## src/rtl/fft_pkg.sv

```systemverilog
// Shared definitions for the radix-2 DIT FFT stage sequencer: sizes, FSM state
// encoding and the butterfly address generator used by the sequencer.
package fft_pkg;

  localparam int LOG2N = 4;
  localparam int N     = 2**LOG2N;

  typedef enum logic [1:0] {
    IDLE  = 2'd0,
    RUN   = 2'd1,
    DRAIN = 2'd2,
    DONE  = 2'd3
  } seq_state_t;

  typedef struct packed {
    logic [LOG2N-1:0] a;
    logic [LOG2N-1:0] b;
    logic [LOG2N-2:0] tw;
  } bfly_addr_t;

  // Stage s, butterfly k: operands are span apart inside groups of 2*span.
  function automatic bfly_addr_t addr_gen(input int unsigned s, input int unsigned k);
    bfly_addr_t  r;
    int unsigned span;
    int unsigned pos;
    int unsigned a;
    span = 32'd1 << s;
    pos  = k & (span - 32'd1);
    a    = ((k >> s) << (s + 32'd1)) + pos;
    r.a  = LOG2N'(a);
    r.b  = LOG2N'(a + span);
    r.tw = (LOG2N-1)'(pos << (LOG2N - 1 - s));
    return r;
  endfunction

endpackage

```

## src/rtl/fft_addr_delay.sv

```systemverilog
// LAT-deep shift register of {valid, addr_a, addr_b}; turns read issues into
// write-back strobes. Synchronous reset flushes every slot.
module fft_addr_delay #(
  parameter int LAT = 3,
  parameter int AW  = 4
) (
  input  logic          i_clk,
  input  logic          i_rst,
  input  logic          i_valid,
  input  logic [AW-1:0] i_addr_a,
  input  logic [AW-1:0] i_addr_b,
  output logic          o_valid,
  output logic [AW-1:0] o_addr_a,
  output logic [AW-1:0] o_addr_b
);

  logic [LAT-1:0] v_q;
  logic [AW-1:0]  a_q [LAT];
  logic [AW-1:0]  b_q [LAT];

  always_ff @(posedge i_clk) begin
    if (i_rst) begin
      for (int i = 0; i < LAT; i++) begin
        v_q[i] <= 1'b0;
        a_q[i] <= '0;
        b_q[i] <= '0;
      end
    end else begin
      v_q[0] <= i_valid;
      a_q[0] <= i_addr_a;
      b_q[0] <= i_addr_b;
      for (int i = 1; i < LAT; i++) begin
        v_q[i] <= v_q[i-1];
        a_q[i] <= a_q[i-1];
        b_q[i] <= b_q[i-1];
      end
    end
  end

  assign o_valid  = v_q[LAT-1];
  assign o_addr_a = a_q[LAT-1];
  assign o_addr_b = b_q[LAT-1];

endmodule

```

## src/rtl/fft_stage_sequencer.sv

```systemverilog
// Radix-2 DIT FFT stage sequencer: one butterfly issue per cycle, drain between
// stages, delayed write-back. Optional issue stall with FFT_SEQ_STALL_EN.
module fft_stage_sequencer #(
  parameter int LOG2N    = fft_pkg::LOG2N,
  parameter int BFLY_LAT = 3
) (
  input  logic                     i_clk,
  input  logic                     i_rst,
  input  logic                     i_start,
`ifdef FFT_SEQ_STALL_EN
  input  logic                     i_stall,
`endif
  output logic                     o_busy,
  output logic                     o_done,
  output logic                     o_rd_en,
  output logic [LOG2N-1:0]         o_rd_addr_a,
  output logic [LOG2N-1:0]         o_rd_addr_b,
  output logic [LOG2N-2:0]         o_tw_idx,
  output logic [$clog2(LOG2N)-1:0] o_stage,
  output logic                     o_wr_en,
  output logic [LOG2N-1:0]         o_wr_addr_a,
  output logic [LOG2N-1:0]         o_wr_addr_b
);

  import fft_pkg::*;

  localparam int KW = LOG2N - 1;
  localparam int SW = $clog2(LOG2N);
  localparam logic [KW-1:0] LAST_K     = '1;
  localparam logic [SW-1:0] LAST_STAGE = SW'(LOG2N - 1);
  localparam logic [3:0]    LAST_DRAIN = 4'(BFLY_LAT - 1);

  seq_state_t    state, state_next;
  logic [KW-1:0] k, k_next;
  logic [SW-1:0] stage, stage_next;
  logic [3:0]    cnt, cnt_next;
  logic          stall;
  logic          issue;
  bfly_addr_t    ag;

`ifdef FFT_SEQ_STALL_EN
  assign stall = i_stall;
`else
  assign stall = 1'b0;
`endif

  assign issue = (state == RUN) && !stall;

  always_ff @(posedge i_clk) begin
    if (i_rst) begin
      state <= IDLE;
      k     <= '0;
      stage <= '0;
      cnt   <= '0;
    end else begin
      state <= state_next;
      k     <= k_next;
      stage <= stage_next;
      cnt   <= cnt_next;
    end
  end

  always_comb begin
    state_next = state;
    k_next     = k;
    stage_next = stage;
    cnt_next   = cnt;
    case (state)
      IDLE: begin
        if (i_start) begin
          state_next = RUN;
          k_next     = '0;
          stage_next = '0;
        end
      end
      RUN: begin
        if (issue) begin
          if (k == LAST_K) begin
            state_next = DRAIN;
            cnt_next   = '0;
          end else begin
            k_next = k + 1'b1;
          end
        end
      end
      DRAIN: begin
        // The stage's last write must land before the next stage reads it.
        if (cnt == LAST_DRAIN) begin
          if (stage == LAST_STAGE) begin
            state_next = DONE;
          end else begin
            state_next = RUN;
            stage_next = stage + 1'b1;
            k_next     = '0;
          end
        end else begin
          cnt_next = cnt + 1'b1;
        end
      end
      DONE:    state_next = IDLE;
      default: state_next = IDLE;
    endcase
  end

  always_comb ag = addr_gen(32'(stage), 32'(k));

  always_ff @(posedge i_clk) begin
    if (i_rst) begin
      o_busy      <= 1'b0;
      o_done      <= 1'b0;
      o_rd_en     <= 1'b0;
      o_rd_addr_a <= '0;
      o_rd_addr_b <= '0;
      o_tw_idx    <= '0;
      o_stage     <= '0;
    end else begin
      o_busy      <= (state == RUN) || (state == DRAIN);
      o_done      <= (state == DONE);
      o_rd_en     <= issue;
      o_rd_addr_a <= issue ? ag.a  : '0;
      o_rd_addr_b <= issue ? ag.b  : '0;
      o_tw_idx    <= issue ? ag.tw : '0;
      o_stage     <= ((state == RUN) || (state == DRAIN)) ? stage : '0;
    end
  end

  fft_addr_delay #(
    .LAT (BFLY_LAT),
    .AW  (LOG2N)
  ) u_delay (
    .i_clk    (i_clk),
    .i_rst    (i_rst),
    .i_valid  (o_rd_en),
    .i_addr_a (o_rd_addr_a),
    .i_addr_b (o_rd_addr_b),
    .o_valid  (o_wr_en),
    .o_addr_a (o_wr_addr_a),
    .o_addr_b (o_wr_addr_b)
  );

endmodule

```

## config.mk

```make
export PLATFORM = sky130hd
export DESIGN_NAME = fft_stage_sequencer
export DESIGN_NICKNAME = d
export VERILOG_FILES = /design/src/rtl/fft_pkg.sv /design/src/rtl/fft_addr_delay.sv /design/src/rtl/fft_stage_sequencer.sv
export SDC_FILE = /design/constraint.sdc
export NUM_CORES = 1
export LEC_CHECK = 0
export ABC_CLOCK_PERIOD_IN_PS = 4800
export BUFFER_PORTS_ARGS = -buffer_cell sky130_fd_sc_hd__buf_4
export CAP_MARGIN = 20
export CORE_ASPECT_RATIO = 1.5
export CORE_MARGIN = 2
export CORE_UTILIZATION = 43
export CTS_CLUSTER_SIZE = 8
export DETAILED_ROUTE_END_ITERATION = 8
export PLACE_DENSITY = 0.64
export SLEW_MARGIN = 20
export SYNTH_ARGS = -nofsm -noshare
export SYNTH_HDL_FRONTEND = slang
export SYNTH_SLANG_ARGS = --single-unit
```

## constraint.sdc

```tcl
create_clock -name i_clk -period 4.8 [get_ports i_clk]
set_clock_uncertainty 0.2 [all_clocks]
set_input_delay 0.24 -clock i_clk [delete_from_list [all_inputs] [get_ports i_clk]]
set_output_delay 0.24 -clock i_clk [all_outputs]
set_load 0.03 [all_outputs]
```

Word-level counts from Yosys, hierarchy flattened:

Memory sizes are Yosys's and may differ from the RTL's.
Cells that the tools add are included.

* add/sub/neg operators: 8
* equal/unequal tests: 12
* shift-type cells: 4
* muxes and demuxes: 26
* bitwise logic cells: 9
* reductions and logical operators: 11

Operator list (number)
* $and A3 B32 Y32: 1
* $mux W4: 8
* $shl A1 B2 Y32 const A: 1
* $shl A32 B3 Y4: 1
* $shl A32 B32 Y3: 1
* $shr A3 B2 Y32: 1
* $sub A32 B1 Y32 const B: 1
* $mux W2: 7
* $mux W3: 4
* $ne A2 B2 Y1 const B: 5
* $pmux W3 S3: 1
* $add A4 B4 Y4: 2
* $pmux W2 S4: 1
* $pmux W4 S2: 1
* $eq A2 B2 Y1 const B: 3
* $or A1 B1 Y1: 6
* $reduce_and A3 Y1: 2
* $reduce_and A5 Y1: 1
* $add A4 B1 Y4 const B: 1
* $eq A4 B2 Y1 const B: 1
* $pmux W2 S2: 1
* $reduce_and A4 Y1: 1
* $reduce_bool A2 Y1: 2
* $reduce_or A2 Y1: 2
* 12 further kinds: 15

* bits in registers: 30
* memory bits (writable): 24
* input port bits: 3
* output and inout port bits: 25
* logic and storage cells: 84
* memories: 2

Memories
* u_delay.a_q: words 3, bits a word 4, rd ports 3, clocked after memory_dff 0, wr ports 3, line fft_addr_delay.sv:18 `logic [AW-1:0] a_q [LAT];`
* u_delay.b_q: words 3, bits a word 4, rd ports 3, clocked after memory_dff 0, wr ports 3, line fft_addr_delay.sv:19 `logic [AW-1:0] b_q [LAT];`

Logic depth before layout (Yosys ltp):

* word-level depth: 5
* depth in mapped cells: 14
* gate-level depth less buffers: 12

Hierarchy:

From an unflattened synthesis, not the netlist that was laid out.

* cells, all modules: 235
* area, all modules: 2368.5 µm²

By module, submodules not included
* fft_stage_sequencer: instances 1, cells each 171, area an instance 1559.0 µm², seq. area each 540.5 µm²
* fft_addr_delay: instances 1, cells each 64, area an instance 809.5 µm², seq. area each 540.5 µm²

Worst setup path after synthesis:

OpenSTA, ideal clock, no wires.

* path kind: register -> register
* start point: register stage[1]
* end point: register o_rd_addr_b[3]
* setup time: 0.072 ns
* arrival time: 3.198 ns
* data required time: 4.528 ns
* setup slack: 1.330 ns
* stages on the path, launching flop included: 13
* path buffers: 2
* period minus slack after synthesis: 3.470 ns
* cells stage by stage: dfxtp_1 > buf_6 > inv_1 > ha_1 > buf_2 > a2111oi_0 > fa_1 > ha_1 > a21o_1 > a21oi_1 > xnor2_1 > or2_2 > mux2i_1

RTL lines
* start, declared: line fft_stage_sequencer.sv:35 `logic [SW-1:0] stage, stage_next;`
* start signal, assigned: line fft_stage_sequencer.sv:58 `stage <= stage_next;`
* end signal, assigned: line fft_stage_sequencer.sv:121 `o_rd_addr_b <= issue ? ag.b : '0;`
* end, declared: line fft_stage_sequencer.sv:17 `output logic [LOG2N-1:0] o_rd_addr_b,`

==> impl_metrics.json <==
{
  "status": "finished clean",
  "antenna_found_initial": 0,
  "grt_setup_unrepaired": "false",
  "clkSlewWorstSetupHoldPaths_ps": 90,
  "synth_top_cell_area_share_pct": 47.5,
  "synth.cell_area_sq_um": 2270,
  "fmax_mhz": 253,
  "arrival_ps": 3980,
  "wl_per_cell_um": 11.7,
  "pwr-share-clk_pct": 28.0,
  "diodes": 0,
  "powerDensity_nw_per_um2": 413,
  "hp-class": "in -> reg",
  "tightest_slew_ps": 857,
  "die_area_sq_um": 5900,
  "p_seq_share_pct": 46.9,
  "synthDistinctLibCells": 37,
  "cts_hold_buffers": 0,
  "track_usage_pct": 13.4,
  "synth_flop_cell": "dfxtp_1",
  "critical_path_class": "reg -> reg",
  "start_util_pct": 44.4,
  "timing.final.crit_period_ps": 3950,
  "ios": 28,
  "num_vias": 1504,
  "critical_path_required_ps": 4840,
  "synth_area_leaders": "dfxtp_1 48%, ha_1 10%, nor2b_1 8.5%",
  "end_kind": "flip-flop",
  "postSynthAreaPerCell_sq_um": 10.1,
  "finalSetupViolations": 0,
  "cts_resized": 0,
  "cts_tree": "built",
  "first_pass_iters": 4,
  "synth_warnings": 0,
  "postRouteAntennaNets": 0,
  "cp_max_fo": 13,
  "drcViolationCount": 0,
  "grt_pass1_wl_um": 6250,
  "ys_seq_area_share_pct": 47.5,
  "cts_setup_buffers": 0,
  "synth_commonest_cells": "54 x dfxtp_1, 31 x nor2b_1, 19 x ha_1",
  "cts.sinks": 54,
  "drive_gt1_share_pct": 16.3,
  "vias_per_cell": 4.79,
  "final_hold_viol_count": 0,
  "routed_wirelength_um": 3670,
  "min_period_over_period_pct": 82.2,
  "gp_congestion": 0.745,
  "grt_max_degree": 41,
  "p_leak_uw": 0.00112,
  "grt-ovfl-total": 0,
  "syn_nets": 250,
  "fill_cells": 500,
  "clk_latency_ps": 300,
  "drv_cap": 0,
  "final_nets": 269,
  "ir_worst_vdd_uv": 296,
  "synth_async_sr_flop_share_pct": 0,
  "core-area_sq_um": 5120,
  "switchingPower_uw": 333,
  "holdWs_ps": 145,
  "cts_buffer_depth": 2,
  "maxSlewViolCount": 0,
  "start_kind": "flip-flop",
  "htreeDepth": 2,
  "drt_iter0_drc": 57,
  "hpwl_um": 2690,
  "intPower_uw": 731,
  "numPortBuffers": 27,
  "grt_pass1_vias": 1433,
  "die_x_um": 63.4,
  "yosys.area.top_type": "dfxtp_1",
  "area_growth_pct": 13.3,
  "yosysMostFrequentCell": "dfxtp_1",
  "pwr-share-comb_pct": 25.1,
  "dieHeight_um": 93.1,
  "synth-edff-count": 0,
  "p_sw_share_pct": 31.3,
  "timing.setup.tns_ps": 0,
  "ys_seq_elements": 54,
  "numCtsBuffers": 5,
  "row_count": 32,
  "synthCells": 226,
  "clockRootBuffer": "clkbuf_8",
  "slew_headroom_pct": 41.4
}
through the flow:
step                      power [uW]  std cells  setup WS [ps]  utilization (%)  instance area (sq um)
final                           1060        314            855             50.3                   2580
after global routing            1120        314            465             50.3                   2580
after CTS                       1080        314            830             50.3                   2580
after detailed placement         777        306            857             48.1                   2470
after global placement           772        306           1050             48.1                   2470
after floorplan                  711        226           1330                -                   2270
cell type report:
type / instances / area, sq um / share of cell area (%)
multi-input combinational: 144 / 1050 / 40.6
sequential: 54 / 1080 / 41.9
timing repair buffer: 28 / 210 / 8.16
clock inverter: 2 / 37.5 / 1.46
clock buffer: 6 / 72.6 / 2.82
inverter: 12 / 45.0 / 1.75
tap: 68 / 85.1 / 3.30
kinds of logic (layout without fill, tap and decap cells):
group | Yosys count | count (layout) | synth area share [%]
multiplexers | 4 | 4 | 1.76
XOR/XNOR | 9 | 9 | 3.47
adder cells (fa/ha/maj) | 21 | 21 | 12.2
AND/OR/NAND/NOR | 82 | 82 | 21.2
buffers and inverters | 28 | 48 | 6.49
AO/OA/AOI/OAI | 28 | 28 | 7.37
flip-flops | 54 | 54 | 47.5
metal layers:
layer	global-route usage, %	vias up	part of all wire [%]
li1	-	765	-
met2	23.9	29	51
met5	0	-	0
met4	7.25	0	2.9
met1	14.7	702	42
met3	2.53	8	4.1
power groups by stage:
stage               Sequential, uW  Clock [uW]  Combinational (uW)
finish                         499         298                 267
global route                   504         323                 296
CTS                            499         309                 269
detailed placement             510           0                 267
global placement               509           0                 263
floorplan                      527           0                 184
sequential cells by signal (all words and copies together) (netlist names), 2 cells and up:
register,cells
u_delay.b_q,12
u_delay.v_q,3
o_rd_addr_a,4
u_delay.a_q,12
o_tw_idx,3
k,3
stage,2
state,2
o_rd_addr_b,4
cnt,4
o_stage,2
layout by cell type, fill, tap and decap left out, drive strengths merged:
master	synthesis	routed
dfxtp	54	54
nor2b	31	31
buf	11	28
ha	19	19
nor2	17	17
inv	12	12
a21oi	12	12
and2	7	7
o21ai	7	7
nand2	6	6
clkbuf	5	6
xor2	5	5
nand3	5	5
xnor2	4	4
mux2i	4	4
nand2b	3	3
and4	2	2
a21o	2	2
a31oi	2	2
nand4	2	2
nor4	2	2
fa	2	2
and4bb	2	2
nor3	2	2
a2111oi	1	1
or2	1	1
nor3b	1	1
a211oi	1	1
a31o	1	1
o21a	1	1
nand3b	1	1
a311oi	1	1
clkinvlp	0	1
bufinv	0	1
path summary, 6_finish.rpt:
| kind | slack [ps] | depth (start not counted) | from | to |
|---|---|---|---|---|
| setup / recovery | 850 | 10 | stage[1] | o_rd_addr_b[3] |
| setup reg to reg | 850 | 10 | stage[1] | o_rd_addr_b[3] |
| hold reg to reg | 240 | 1 | u_delay.a_q[0][6] | u_delay.a_q[0][10] |
| hold / removal | 140 | 2 | i_rst | cnt[0] |
critical path, cell delays in order, from the launching register on:
cell,delay (ps)
dfxtp_1,600
inv_1,210
ha_1,420
a2111oi_0,770
fa_1,580
ha_1,290
a21o_1,150
a21oi_1,160
xnor2_1,90
or2_2,280
mux2i_1,120
No activity file was read; power rests on OpenSTA's default activity.
